==> src/rtl/rx_bert_sequencer.sv <==
// Receive-side BERT measurement sequencer: clears the checker, waits for PRBS
// seed lock, settles, counts until shutoff, drains, then captures the counts.
module rx_bert_sequencer #(
  parameter int Ways          = 2,
  parameter int BERCountWidth = 41,
  parameter int SettleCycles  = 4,
  parameter int DrainCycles   = 3
) (
  input  logic                          clk,
  input  logic                          reset,
  input  logic                          start,
  input  logic                          abort,
  input  logic [Ways-1:0]               way_mask,
  input  logic [15:0]                   seed_timeout,
  input  logic [3:0]                    dwell_sel,
  input  logic [Ways-1:0]               prbs_seed_good,
  input  logic                          ber_shutoff,
  input  logic [Ways*BERCountWidth-1:0] ber_count,
  input  logic [BERCountWidth-1:0]      bit_count,
  output logic                          bert_reset,
  output logic [Ways-1:0]               pgen_seed_mode,
  output logic [Ways-1:0]               ber_count_enable,
  output logic [3:0]                    ber_shutoff_sel,
  output logic                          busy,
  output logic                          done,
  output logic                          err_seed,
  output logic                          err_cfg,
  output logic [Ways*BERCountWidth-1:0] result_ber,
  output logic [BERCountWidth-1:0]      result_bits
);

  typedef enum logic [2:0] {
    IDLE, CLEAR, SEED, LOCK, COUNT, DRAIN, CAPTURE
  } state_e;

  localparam int SettleLast = (SettleCycles > 1) ? SettleCycles - 1 : 0;
  localparam int DrainLast  = (DrainCycles > 1) ? DrainCycles - 1 : 0;

  state_e                        state_q, state_d;
  logic [15:0]                   cnt_q, cnt_d;
  logic                          good_q, good_d;
  logic [Ways-1:0]               mask_q;
  logic [3:0]                    dwell_q;
  logic                          bert_reset_q, busy_q, done_q, err_seed_q, err_cfg_q;
  logic [Ways-1:0]               pgen_q, en_q;
  logic [Ways*BERCountWidth-1:0] res_ber_q;
  logic [BERCountWidth-1:0]      res_bits_q;

  logic good_now, load, cfg_err, tmo, cap;

  assign good_now = (prbs_seed_good & mask_q) == mask_q;

  always_comb begin
    state_d = state_q;
    good_d  = 1'b0;
    load    = 1'b0;
    cfg_err = 1'b0;
    tmo     = 1'b0;
    cap     = 1'b0;
    unique case (state_q)
      IDLE: begin
        if (start) begin
          if (|way_mask) begin
            state_d = CLEAR;
            load    = 1'b1;
          end else begin
            cfg_err = 1'b1;
          end
        end
      end
      CLEAR:   if (cnt_q >= 16'd1) state_d = SEED;
      SEED: begin
        // A good cycle at the timeout boundary earns one more cycle to confirm lock.
        good_d = good_now;
        if (good_now && good_q) begin
          state_d = LOCK;
        end else if (cnt_q >= seed_timeout && !good_now) begin
          state_d = IDLE;
          tmo     = 1'b1;
        end
      end
      LOCK:    if (cnt_q >= 16'(SettleLast)) state_d = COUNT;
      COUNT:   if (ber_shutoff && dwell_q != 4'd0) state_d = DRAIN;
      DRAIN:   if (cnt_q >= 16'(DrainLast)) state_d = CAPTURE;
      CAPTURE: begin
        state_d = IDLE;
        cap     = 1'b1;
      end
      default: state_d = IDLE;
    endcase
    if (abort && state_q != IDLE) begin
      state_d = IDLE;
      good_d  = 1'b0;
      tmo     = 1'b0;
      cap     = 1'b0;
    end
  end

  // One shared per-state cycle counter; restarts on every transition, never wraps.
  always_comb begin
    cnt_d = (cnt_q == 16'hFFFF) ? cnt_q : cnt_q + 16'd1;
    if (state_d != state_q) cnt_d = 16'd0;
  end

  always_ff @(posedge clk) begin
    if (reset) begin
      state_q      <= IDLE;
      cnt_q        <= '0;
      good_q       <= 1'b0;
      mask_q       <= '0;
      dwell_q      <= '0;
      bert_reset_q <= 1'b0;
      busy_q       <= 1'b0;
      done_q       <= 1'b0;
      err_seed_q   <= 1'b0;
      err_cfg_q    <= 1'b0;
      pgen_q       <= '0;
      en_q         <= '0;
      res_ber_q    <= '0;
      res_bits_q   <= '0;
    end else begin
      state_q      <= state_d;
      cnt_q        <= cnt_d;
      good_q       <= good_d;
      bert_reset_q <= (state_d == CLEAR);
      busy_q       <= (state_d != IDLE);
      pgen_q       <= (state_d == SEED)  ? mask_q : '0;
      en_q         <= (state_d == COUNT) ? mask_q : '0;
      done_q       <= cfg_err | tmo | cap;
      if (load) begin
        mask_q     <= way_mask;
        dwell_q    <= dwell_sel;
        err_seed_q <= 1'b0;
        err_cfg_q  <= 1'b0;
      end
      if (cfg_err) err_cfg_q  <= 1'b1;
      if (tmo)     err_seed_q <= 1'b1;
      if (cap) begin
        res_ber_q  <= ber_count;
        res_bits_q <= bit_count;
      end
    end
  end

  assign bert_reset       = bert_reset_q;
  assign pgen_seed_mode   = pgen_q;
  assign ber_count_enable = en_q;
  assign ber_shutoff_sel  = dwell_q;
  assign busy             = busy_q;
  assign done             = done_q;
  assign err_seed         = err_seed_q;
  assign err_cfg          = err_cfg_q;
  assign result_ber       = res_ber_q;
  assign result_bits      = res_bits_q;

endmodule
==> config.mk <==
export PLATFORM = sky130hd
export DESIGN_NAME = rx_bert_sequencer
export DESIGN_NICKNAME = d
export VERILOG_FILES = /design/src/rtl/rx_bert_sequencer.sv
export SDC_FILE = /design/constraint.sdc
export NUM_CORES = 1
export LEC_CHECK = 0
export BUFFER_PORTS_ARGS = -buffer_cell sky130_fd_sc_hd__buf_2
export CAP_MARGIN = 20
export CORE_UTILIZATION = 37
export CTS_CLUSTER_DIAMETER = 40
export CTS_CLUSTER_SIZE = 40
export DETAILED_ROUTE_END_ITERATION = 8
export HOLD_SLACK_MARGIN = 0.05
export PLACE_DENSITY = 0.7
export RECOVER_POWER = 50
export SLEW_MARGIN = 20
export SYNTH_ARGS = -nofsm -noshare
export SYNTH_HDL_FRONTEND = slang
export SYNTH_SLANG_ARGS = --single-unit
==> constraint.sdc <==
create_clock -name clk -period 2.4 [get_ports clk]
set_clock_uncertainty 0.15 [all_clocks]
set_input_delay 0.24 -clock clk [delete_from_list [all_inputs] [get_ports clk]]
set_output_delay 0.24 -clock clk [all_outputs]
set_load 0.05 [all_outputs]
==> results of run 1 <==
-- registers in the layout, indices dropped and copies added, names as in the netlist --
name and count:
busy 1, bert_reset 1, pgen_seed_mode 2, result_ber 82
ber_count_enable 2, good_q 1, state_q 3, cnt_q 16
err_cfg 1, result_bits 41, done 1, err_seed 1
mask_q 2, ber_shutoff_sel 4
-- power groups by stage --
stage	clock network, mW	logic (mW)	registers [mW]
2_1_floorplan	0	0.230	2.77
3_3_place_gp	0	0.469	2.73
3_5_place_dp	0	0.474	2.73
4_1_cts	2.64	0.646	2.67
5_1_grt	2.74	0.701	2.67
6_report	2.56	0.646	2.67
-- cells in the mapped netlist, drive strengths merged (4+ instances only) --
cell,number
nor3,23
nor3b,4
nand3,9
nor2,24
mux2i,8
nand4,5
nor4,8
dfxtp,158
nand2,265
and4,5
a21oi,137
buf,13
xnor2,8
and3,4
clkbuf,38
o21ai,7
ha,20
a31oi,4
inv,24
nor4b,4
-- timing repair --
item                       in CTS  in global routing
hold buffers                  130                  0
hold endpoints to repair      130                  0
gates resized for setup         0                  5
setup endpoints to repair       0                 12
setup buffers                   0                  0
-- tightest hold or removal path, stage by stage --
cell	delay [ps]
buf_4	100
inv_1	110
nand2_1	80
o22ai_1	70
-- worst max path at each step --
stage | start | depth (start not counted) | endpoint
after floorplan | cnt_q[12] | 8 | cnt_q[15]
after global placement | seed_timeout[11] | 10 | cnt_q[8]
after detailed placement | seed_timeout[11] | 10 | cnt_q[15]
after CTS | way_mask[0] | 9 | cnt_q[10]
after global routing | way_mask[0] | 9 | cnt_q[7]
final | way_mask[0] | 9 | cnt_q[9]
-- per-stage QoR --
stage,power (mW),util,setup WS [ps],instances,hold slack (ps)
5_1_grt,6.11,0.587,3.95,1438,91.0
3_5_place_dp,3.21,0.486,90.6,1277,293
6_report,5.88,0.587,133,1438,83.3
2_1_floorplan,3.00,-,210,797,226
4_1_cts,5.95,0.597,78.5,1438,51.1
3_3_place_gp,3.20,0.486,106,1277,288
-- final cells by class --
type	instances	area [sq um]
Tap cell	220	275
Clock inverter	13	129
Inverter	24	90.1
Sequential cell	158	3170
Timing Repair Buffer	441	2790
Clock buffer	18	429
Multi-Input combinational cell	564	2950
Fill cell	1480	6930
-- routing by layer --
metal,share of wire,wire length (um),vias to the layer above,track usage
met1,0.40,8390,3228,0.265
met2,0.50,10400,295,0.408
met5,0,0,-,0
met3,0.073,1540,51,0.0712
li1,-,-,3464,-
met4,0.033,704,0,0.104
-- cells by family after synthesis --
logic type               after synthesis  share of synthesized area
AO/OA/AOI/OAI                        163                      0.140
XOR/XNOR                               9                     0.0123
adder cells (fa/ha/maj)               20                     0.0390
buffers and inverters                 75                     0.0488
flip-flops                           158                      0.493
multiplexers                           8                     0.0125
AND/OR/NAND/NOR                      364                      0.254
==> results.py, run 1 <==
metrics = {
    "sta": {
        "timing.final.hold_violations": 0,
        "worst_slew_pin_slew_ps": 734,
        "fin_crit_ps": 2270,
        "rsz0062_at_grt": "no",
        "slew_viol_final": 0,
        "fin_setup_tns_ps": 0,
        "relSlewSlack": 0.513,
        "setup_viol": 0,
        "fin_crit_sh": 0.945,
        "fmax_mhz": 441,
    },
    "floorplanning": {
        "die_w_um": 134,
        "start_util": 0.383,
        "dieArea_sq_um": 17900,
        "num_rows": 47,
        "fp.dieH_um": 134,
        "ios": 288,
        "coreArea_sq_um": 16800,
    },
    "critical_path": {
        "start_kind": "input port",
        "crit_buf_inv": 3,
        "reg2reg_depth": 8,
        "critPathMaxFanout": 10,
        "reg2reg_to": "cnt_q[15]",
        "worstPathRequired_ps": 2590,
        "reg2reg_from": "cnt_q[11]",
        "cp_cell_sequence": "dlygate4sd3_1 > buf_2 > nor2_2 > and2b_1 > a311o_1 > a21oi_2 > o221ai_4 > buf_4 > nor3_2",
        "critical-path-top-delay-family": "buffers and inverters",
        "worstSetupPathType": "in -> reg",
        "crit_arrival_ps": 2460,
        "worst_path_largest_cell_delay_ps": 550,
        "r2r_slack_ps": 170,
        "crit_path_end_kind": "register",
        "slowest_stage": "dlygate4sd3_1",
    },
    "synthesis": {
        "synth_area_leaders": "dfxtp_1 49%, nand2_1 16%, a21oi_1 11%",
        "yosys.area.top_type_share": 0.493,
        "syn_area_sq_um": 6410,
        "ys_types": 48,
        "synth_edf_count": 0,
        "yosys.area.top_type": "dfxtp_1",
        "synth-async-reset-ratio": 0,
        "synth_fp_nets": 969,
        "syn_area_per_cell_sq_um": 8.05,
        "synth_warnings": 0,
        "netlist_instances": 797,
        "ys.flop_type": "dfxtp_1",
        "yosysSeqAreaShare": 0.493,
        "synth-seq-cells": 158,
    },
    "drt": {
        "drt_iter0_drc": 408,
        "route.vias.total": 7038,
        "drc": 0,
        "avgRoutedWirePerCell_um": 14.7,
        "drt_pre_antenna_iters": 5,
        "via_per_inst": 4.89,
        "ant_nets": 0,
        "routed_wl_mm": 21.1,
    },
    "cts": {
        "cts_tree": "built",
        "clock_path_buffers": 2,
        "cts_inserted_buffers": 17,
        "cts_root_buffer": "clkbuf_16",
        "cts.htree.levels": 4,
        "clkTransAtPathRegs_ps": 60,
        "worstSkewPairLatency_ps": 420,
        "cts.sinks": 158,
    },
    "layout": {
        "finalNetCount": 1378,
        "antenna-diode-count": 0,
        "final_cell_mix": "265 x nand2_1, 156 x dfxtp_1, 150 x buf_2",
        "final_common_cell": "nand2_1",
        "drive_gt1_frac": 0.185,
        "finish.instance_area_sq_um": 9830,
        "areaGrowthSynthToFinish_pct": 53.2,
    },
    "pwr": {
        "p_clk_frac": 0.436,
        "power_density_nw_per_um2": 598,
        "power_switching_mw": 1.45,
        "p_comb_frac": 0.110,
        "p_seq_frac": 0.454,
        "p_int_mw": 4.43,
        "p_sw_frac": 0.246,
        "leakagePower_nw": 3.77,
        "ir_worst_vdd_uv": 445,
    },
    "placed_design": {
        "place_area_sq_um": 8150,
        "portBuffers": 287,
        "gp_congestion": 0.829,
        "detailedPlacementHpwl_mm": 13.0,
    },
    "grt": {
        "grt-ovfl-total": 0,
        "grt_max_degree": 136,
        "grt_pass1_vias": 6793,
        "track_usage": 0.235,
        "grt_pass1_wl_mm": 33.3,
        "antenna_found_initial": 0,
    },
    "flow_run": {
        "cap_violations": 0,
    },
    "worst_hold_path": {
        "holdCritStartpoint": "reset",
        "hold_depth": 4,
        "hold_end": "busy",
        "hp-class": "in -> reg",
    },
    "status": {
        "outcome": "complete, no violations",
    },
}
Note: power is estimated with default switching activity, not from simulation.
==> run 2: changes to the inputs <==
--- a/config.mk
+++ b/config.mk
@@ -7,12 +7,12 @@
 export LEC_CHECK = 0
 export BUFFER_PORTS_ARGS = -buffer_cell sky130_fd_sc_hd__buf_2
 export CAP_MARGIN = 20
-export CORE_UTILIZATION = 37
+export CORE_UTILIZATION = 47
 export CTS_CLUSTER_DIAMETER = 40
 export CTS_CLUSTER_SIZE = 40
 export DETAILED_ROUTE_END_ITERATION = 8
 export HOLD_SLACK_MARGIN = 0.05
-export PLACE_DENSITY = 0.7
+export PLACE_DENSITY = 0.85
 export RECOVER_POWER = 50
 export SLEW_MARGIN = 20
 export SYNTH_ARGS = -nofsm -noshare
==> run 2 against run 1 <==
Flip-flop and latch count stayed put. Sequential share of layout area down 0.20 points. Clock-buffer cell count is 3 higher. Setup slack lost 110 ps. Die area fell by 21%. Combinational power increased by 7.0%. Final area rose by 0.92%. Worst hold slack improved by 21 ps. Sequential power hardly changed. Critical endpoint is now cnt_q[5]. Largest cell class unchanged. Highest routed layer is now met5.
==> results.py, run 2 (synthesis gave the netlist of run 1 again) <==
metrics = {
    "status": {
        "outcome": "complete, no violations",
    },
    "placed_design": {
        "portBuffers": 287,
        "place_area_sq_um": 8110,
        "dp_slack_ps": -71.3,
        "gp_congestion": 0.868,
        "detailedPlacementHpwl_mm": 13.1,
    },
    "sta": {
        "setup_viol": 0,
        "worst_slew_pin_slew_ps": 946,
        "relSlewSlack": 0.372,
        "slew_viol_final": 0,
        "fin_crit_sh": 0.992,
        "timing.final.hold_violations": 0,
        "fin_crit_ps": 2380,
        "setup_slack_ps": 20.1,
        "fmax_mhz": 420,
    },
    "critical_path": {
        "critPathMaxFanout": 9,
        "reg2reg_depth": 8,
        "worstSetupPathType": "reg -> reg",
        "reg2reg_from": "cnt_q[9]",
        "worstPathRequired_ps": 2590,
        "reg2reg_to": "cnt_q[5]",
        "crit_path_end_kind": "register",
        "crit_arrival_ps": 2570,
        "r2r_slack_ps": 20,
        "start_kind": "register",
    },
    "cts": {
        "cts.htree.levels": 4,
        "clkTransAtPathRegs_ps": 60,
        "cts_tree": "built",
        "cts_root_buffer": "clkbuf_16",
        "clock_path_buffers": 2,
        "cts_inserted_buffers": 17,
        "worstSkewPairLatency_ps": 420,
        "cts.sinks": 158,
    },
    "grt": {
        "grt_pass1_wl_mm": 40.0,
        "grt-ovfl-total": 0,
        "grt_pass1_vias": 7704,
        "track_usage": 0.369,
        "antenna_found_initial": 4,
        "grt_max_degree": 136,
    },
    "layout": {
        "largest_reg_flops": 82,
        "final_cell_mix": "265 x nand2_1, 150 x buf_2, 149 x dfxtp_1",
        "finish.instance_area_sq_um": 9920,
        "final_common_cell": "nand2_1",
        "drive_gt1_frac": 0.203,
        "finalNetCount": 1383,
        "areaGrowthSynthToFinish_pct": 54.7,
    },
    "floorplanning": {
        "num_rows": 42,
        "die_w_um": 119,
        "coreArea_sq_um": 13300,
        "fp.dieH_um": 119,
        "dieArea_sq_um": 14100,
        "start_util": 0.482,
        "ios": 288,
    },
    "drt": {
        "route.vias.total": 7690,
        "avgRoutedWirePerCell_um": 18.5,
        "ant_nets": 0,
        "via_per_inst": 5.49,
        "drc": 0,
        "routed_wl_mm": 25.9,
        "drt_pre_antenna_iters": 5,
        "drt_iter0_drc": 1001,
    },
    "pwr": {
        "power_density_nw_per_um2": 616,
        "leakagePower_nw": 3.84,
        "ir_worst_vdd_uv": 497,
    },
    "worst_hold_path": {
        "hold_depth": 4,
        "hp-class": "in -> reg",
        "holdCritStartpoint": "reset",
        "hold_end": "state_q[2]",
    },
    "flow_run": {
        "cap_violations": 0,
    },
}
run 2: changes by cell type in the layout (fill, tap and decap cells not counted), moves of 4 or more:
cell / change
dfxtp_1: -7
dfxtp_2: +7
buf_4: +6
o21ai_0: -4
run 2: metal layers:
layer	track usage	vias to the layer above	share of wire
met3	0.157	168	0.11
li1	-	3483	-
met5	0	-	0.00062
met2	0.609	514	0.47
met1	0.373	3523	0.35
met4	0.271	2	0.075
run 2: worst max-delay path by stage:
| stage | startpoint | endpoint | depth (start not counted) |
|---|---|---|---|
| floorplan | cnt_q[12] | cnt_q[15] | 8 |
| global placement | cnt_q[0] | cnt_q[14] | 7 |
| finish | cnt_q[9] | cnt_q[5] | 8 |
| CTS | cnt_q[11] | cnt_q[14] | 7 |
| global route | cnt_q[5] | cnt_q[14] | 7 |
| detailed placement | cnt_q[0] | cnt_q[14] | 7 |
run 2: per-stage QoR:
step | std cells | util | setup TNS (ps) | total power, mW | hold WS [ps]
after floorplan | 797 | - | 0 | 3.00 | 226
after global placement | 1235 | 0.610 | 0 | 3.20 | 288
after detailed placement | 1235 | 0.610 | -83.3 | 3.21 | 293
after CTS | 1397 | 0.754 | 0 | 6.06 | 82.4
after global routing | 1402 | 0.746 | -143 | 6.30 | 128
final | 1402 | 0.746 | 0 | 6.11 | 104
run 2: area by class of cell:
class                      count  area (sq um)
clock buffer                  21           470
fill                         924          3370
clock inverter                11           130
antenna                        2          5.00
timing repair buffer         446          2830
multi-input combinational    564          3000
tap                          176           220
inverter                      24          90.1
sequential                   158          3170
run 2: timing repair:
action                                 4_1_cts  5_1_grt
setup endpoints to repair                    2       14
resized for setup                            1       24
hold buffers                               130        0
endpoints found under the hold margin      130        0
buffers inserted                             0        3
pin swaps                                    0        4
run 2: critical path: stages (launching register included):
cell     delay (ps)
dfxtp_2         340
ha_1            300
and4_1          230
nand3_1          90
a221o_1         160
a31oi_2         130
o41a_4          560
buf_12          180
nor3_2          160
run 2: power by group:
group / switching, mW / total (mW) / internal [mW]
Clock: 1.12 / 2.75 / 1.63
Sequential: 0.0255 / 2.67 / 2.65
Combinational: 0.340 / 0.691 / 0.351
Total: 1.48 / 6.11 / 4.63
==> run 3: changes to the inputs <==
--- a/config.mk
+++ b/config.mk
@@ -7,6 +7,7 @@
 export LEC_CHECK = 0
 export BUFFER_PORTS_ARGS = -buffer_cell sky130_fd_sc_hd__buf_2
 export CAP_MARGIN = 20
+export CORE_MARGIN = 2
 export CORE_UTILIZATION = 47
 export CTS_CLUSTER_DIAMETER = 40
 export CTS_CLUSTER_SIZE = 40
==> run 3 against run 2 <==
Combinational power hardly changed. Power is 0.67% lower. Via count is 0.91% lower. Fmax is 1.0% higher. Global-route usage is 2.2 points lower. Critical path depth is 1 lower. Wire length is 2.7% higher. Register-to-register slack better by 20 ps. Highest routed layer unchanged.
==> results.py, run 3 (synthesis gave the netlist of run 1 again) <==
metrics = {
    "status": {
        "outcome": "complete, no violations",
    },
    "grt": {
        "track_usage": 0.348,
        "grt_pass1_vias": 7710,
        "grt_max_degree": 136,
        "grt-ovfl-total": 0,
        "antenna_found_initial": 3,
        "grt_pass1_wl_mm": 39.4,
    },
    "drt": {
        "drc": 0,
        "drt_pre_antenna_iters": 5,
        "ant_nets": 0,
        "via_per_inst": 5.44,
        "routed_wl_mm": 26.6,
        "drt_iter0_drc": 881,
        "route.vias.total": 7620,
        "avgRoutedWirePerCell_um": 19.0,
    },
    "flow_run": {
        "cap_violations": 0,
    },
    "critical_path": {
        "worstPathRequired_ps": 2590,
        "start_kind": "register",
        "critPathMaxFanout": 6,
        "reg2reg_from": "cnt_q[2]",
        "worst_path_largest_cell_delay_ps": 470,
        "crit_buf_inv": 1,
        "crit_path_start": "cnt_q[2]",
        "worstSetupPathType": "reg -> reg",
        "r2r_slack_ps": 40,
        "crit_arrival_ps": 2550,
        "crit_path_end_kind": "register",
        "cp_cell_sequence": "nor4_1 > nand4_1 > o21a_1 > a22o_1 > o41a_4 > buf_12 > nor3_2",
        "critical-path-top-delay-family": "simple AND/OR/NAND/NOR gates",
        "slowest_stage": "nor4_1",
    },
    "pwr": {
        "ir_worst_vdd_uv": 683,
        "total_power_mw": 6.07,
        "power_density_nw_per_um2": 607,
        "leakagePower_nw": 3.84,
    },
    "sta": {
        "rsz0062_at_grt": "yes",
        "setup_viol": 0,
        "relSlewSlack": 0.371,
        "worst_slew_pin_slew_ps": 948,
        "fmax_mhz": 424,
        "fin_crit_sh": 0.982,
        "fin_crit_ps": 2360,
        "timing.final.hold_violations": 0,
        "slew_viol_final": 0,
    },
    "layout": {
        "largest_reg_flops": 82,
        "areaGrowthSynthToFinish_pct": 55.9,
        "final_common_cell": "nand2_1",
        "finalNetCount": 1382,
        "final_cell_mix": "265 x nand2_1, 150 x buf_2, 148 x dfxtp_1",
        "drive_gt1_frac": 0.207,
        "final_core_util": 0.752,
    },
    "floorplanning": {
        "fp.dieH_um": 121,
        "num_rows": 42,
        "ios": 288,
        "start_util": 0.482,
        "die_w_um": 121,
        "dieArea_sq_um": 14600,
        "coreArea_sq_um": 13300,
    },
    "cts": {
        "cts_root_buffer": "clkbuf_16",
        "cts.sinks": 158,
        "cts_tree": "built",
        "cts_inserted_buffers": 17,
        "cts.htree.levels": 4,
        "clock_path_buffers": 2,
        "clkTransAtPathRegs_ps": 60,
        "worstSkewPairLatency_ps": 410,
    },
    "placed_design": {
        "portBuffers": 287,
        "detailedPlacementHpwl_mm": 13.7,
        "gp_congestion": 0.885,
    },
    "worst_hold_path": {
        "hp-class": "in -> reg",
        "holdCritStartpoint": "reset",
    },
}
-- run 3: cell count changes in the layout (fill, tap and decap cells not counted), sizes merged --
cell	change
buf	-2
clkinv	+1
inv	+2
clkbuf	-3
o41a	+1
-- run 3: worst paths after layout --
check / endpoint / cells past startpoint
worst max register to register: cnt_q[11] / 7
worst min-delay path: busy / 4
worst min register to register: result_ber[75] / 2
worst max-delay path: cnt_q[11] / 7
-- run 3: layout make-up --
type                       count  area (sq um)
antenna                        2          5.00
clock buffer                  18           429
clock inverter                14           159
fill                         885          3290
inverter                      24          90.1
multi-input combinational    565          3090
sequential                   158          3180
tap                          176           220
timing repair buffer         444          2830
-- run 3: worst min-delay path, delay by kind of cell --
kind            cells  cell delay, ps
buf+inv             2             210
simple gates        1              80
compound gates      1              70
-- run 3: where the power goes --
| group | internal (mW) | switching [mW] |
|---|---|---|
| Sequential | 2.65 | 0.0254 |
| Clock | 1.56 | 1.15 |
| Combinational | 0.353 | 0.338 |
| Total | 4.56 | 1.51 |
-- run 3: routing by layer --
layer | global-route usage | routed length (um) | up-vias
li1 | - | - | 3484
met1 | 0.350 | 9430 | 3473
met2 | 0.581 | 12700 | 517
met3 | 0.141 | 2560 | 144
met4 | 0.247 | 1930 | 2
met5 | 0 | 13 | -
-- run 3: stage by stage --
stage                     instance area (sq um)  cells  TNS [ps]  hold slack [ps]  worst slack [ps]
after floorplan                            6410    797         0              226               210
after global placement                     8120   1235     -4.94              288             -4.94
after detailed placement                   8120   1235      -458              293             -66.9
after CTS                                 10000   1397         0             86.3              2.44
after global routing                      10000   1401     -18.7              120             -12.5
final                                     10000   1401         0              102              43.7
-- run 3: what timing repair did --
item	in CTS	in global routing
gates resized for setup	1	31
setup endpoints to repair	10	17
pin swaps	0	4
setup buffers	0	1
hold buffers	130	0
cloned	0	1
hold endpoints to repair	129	0
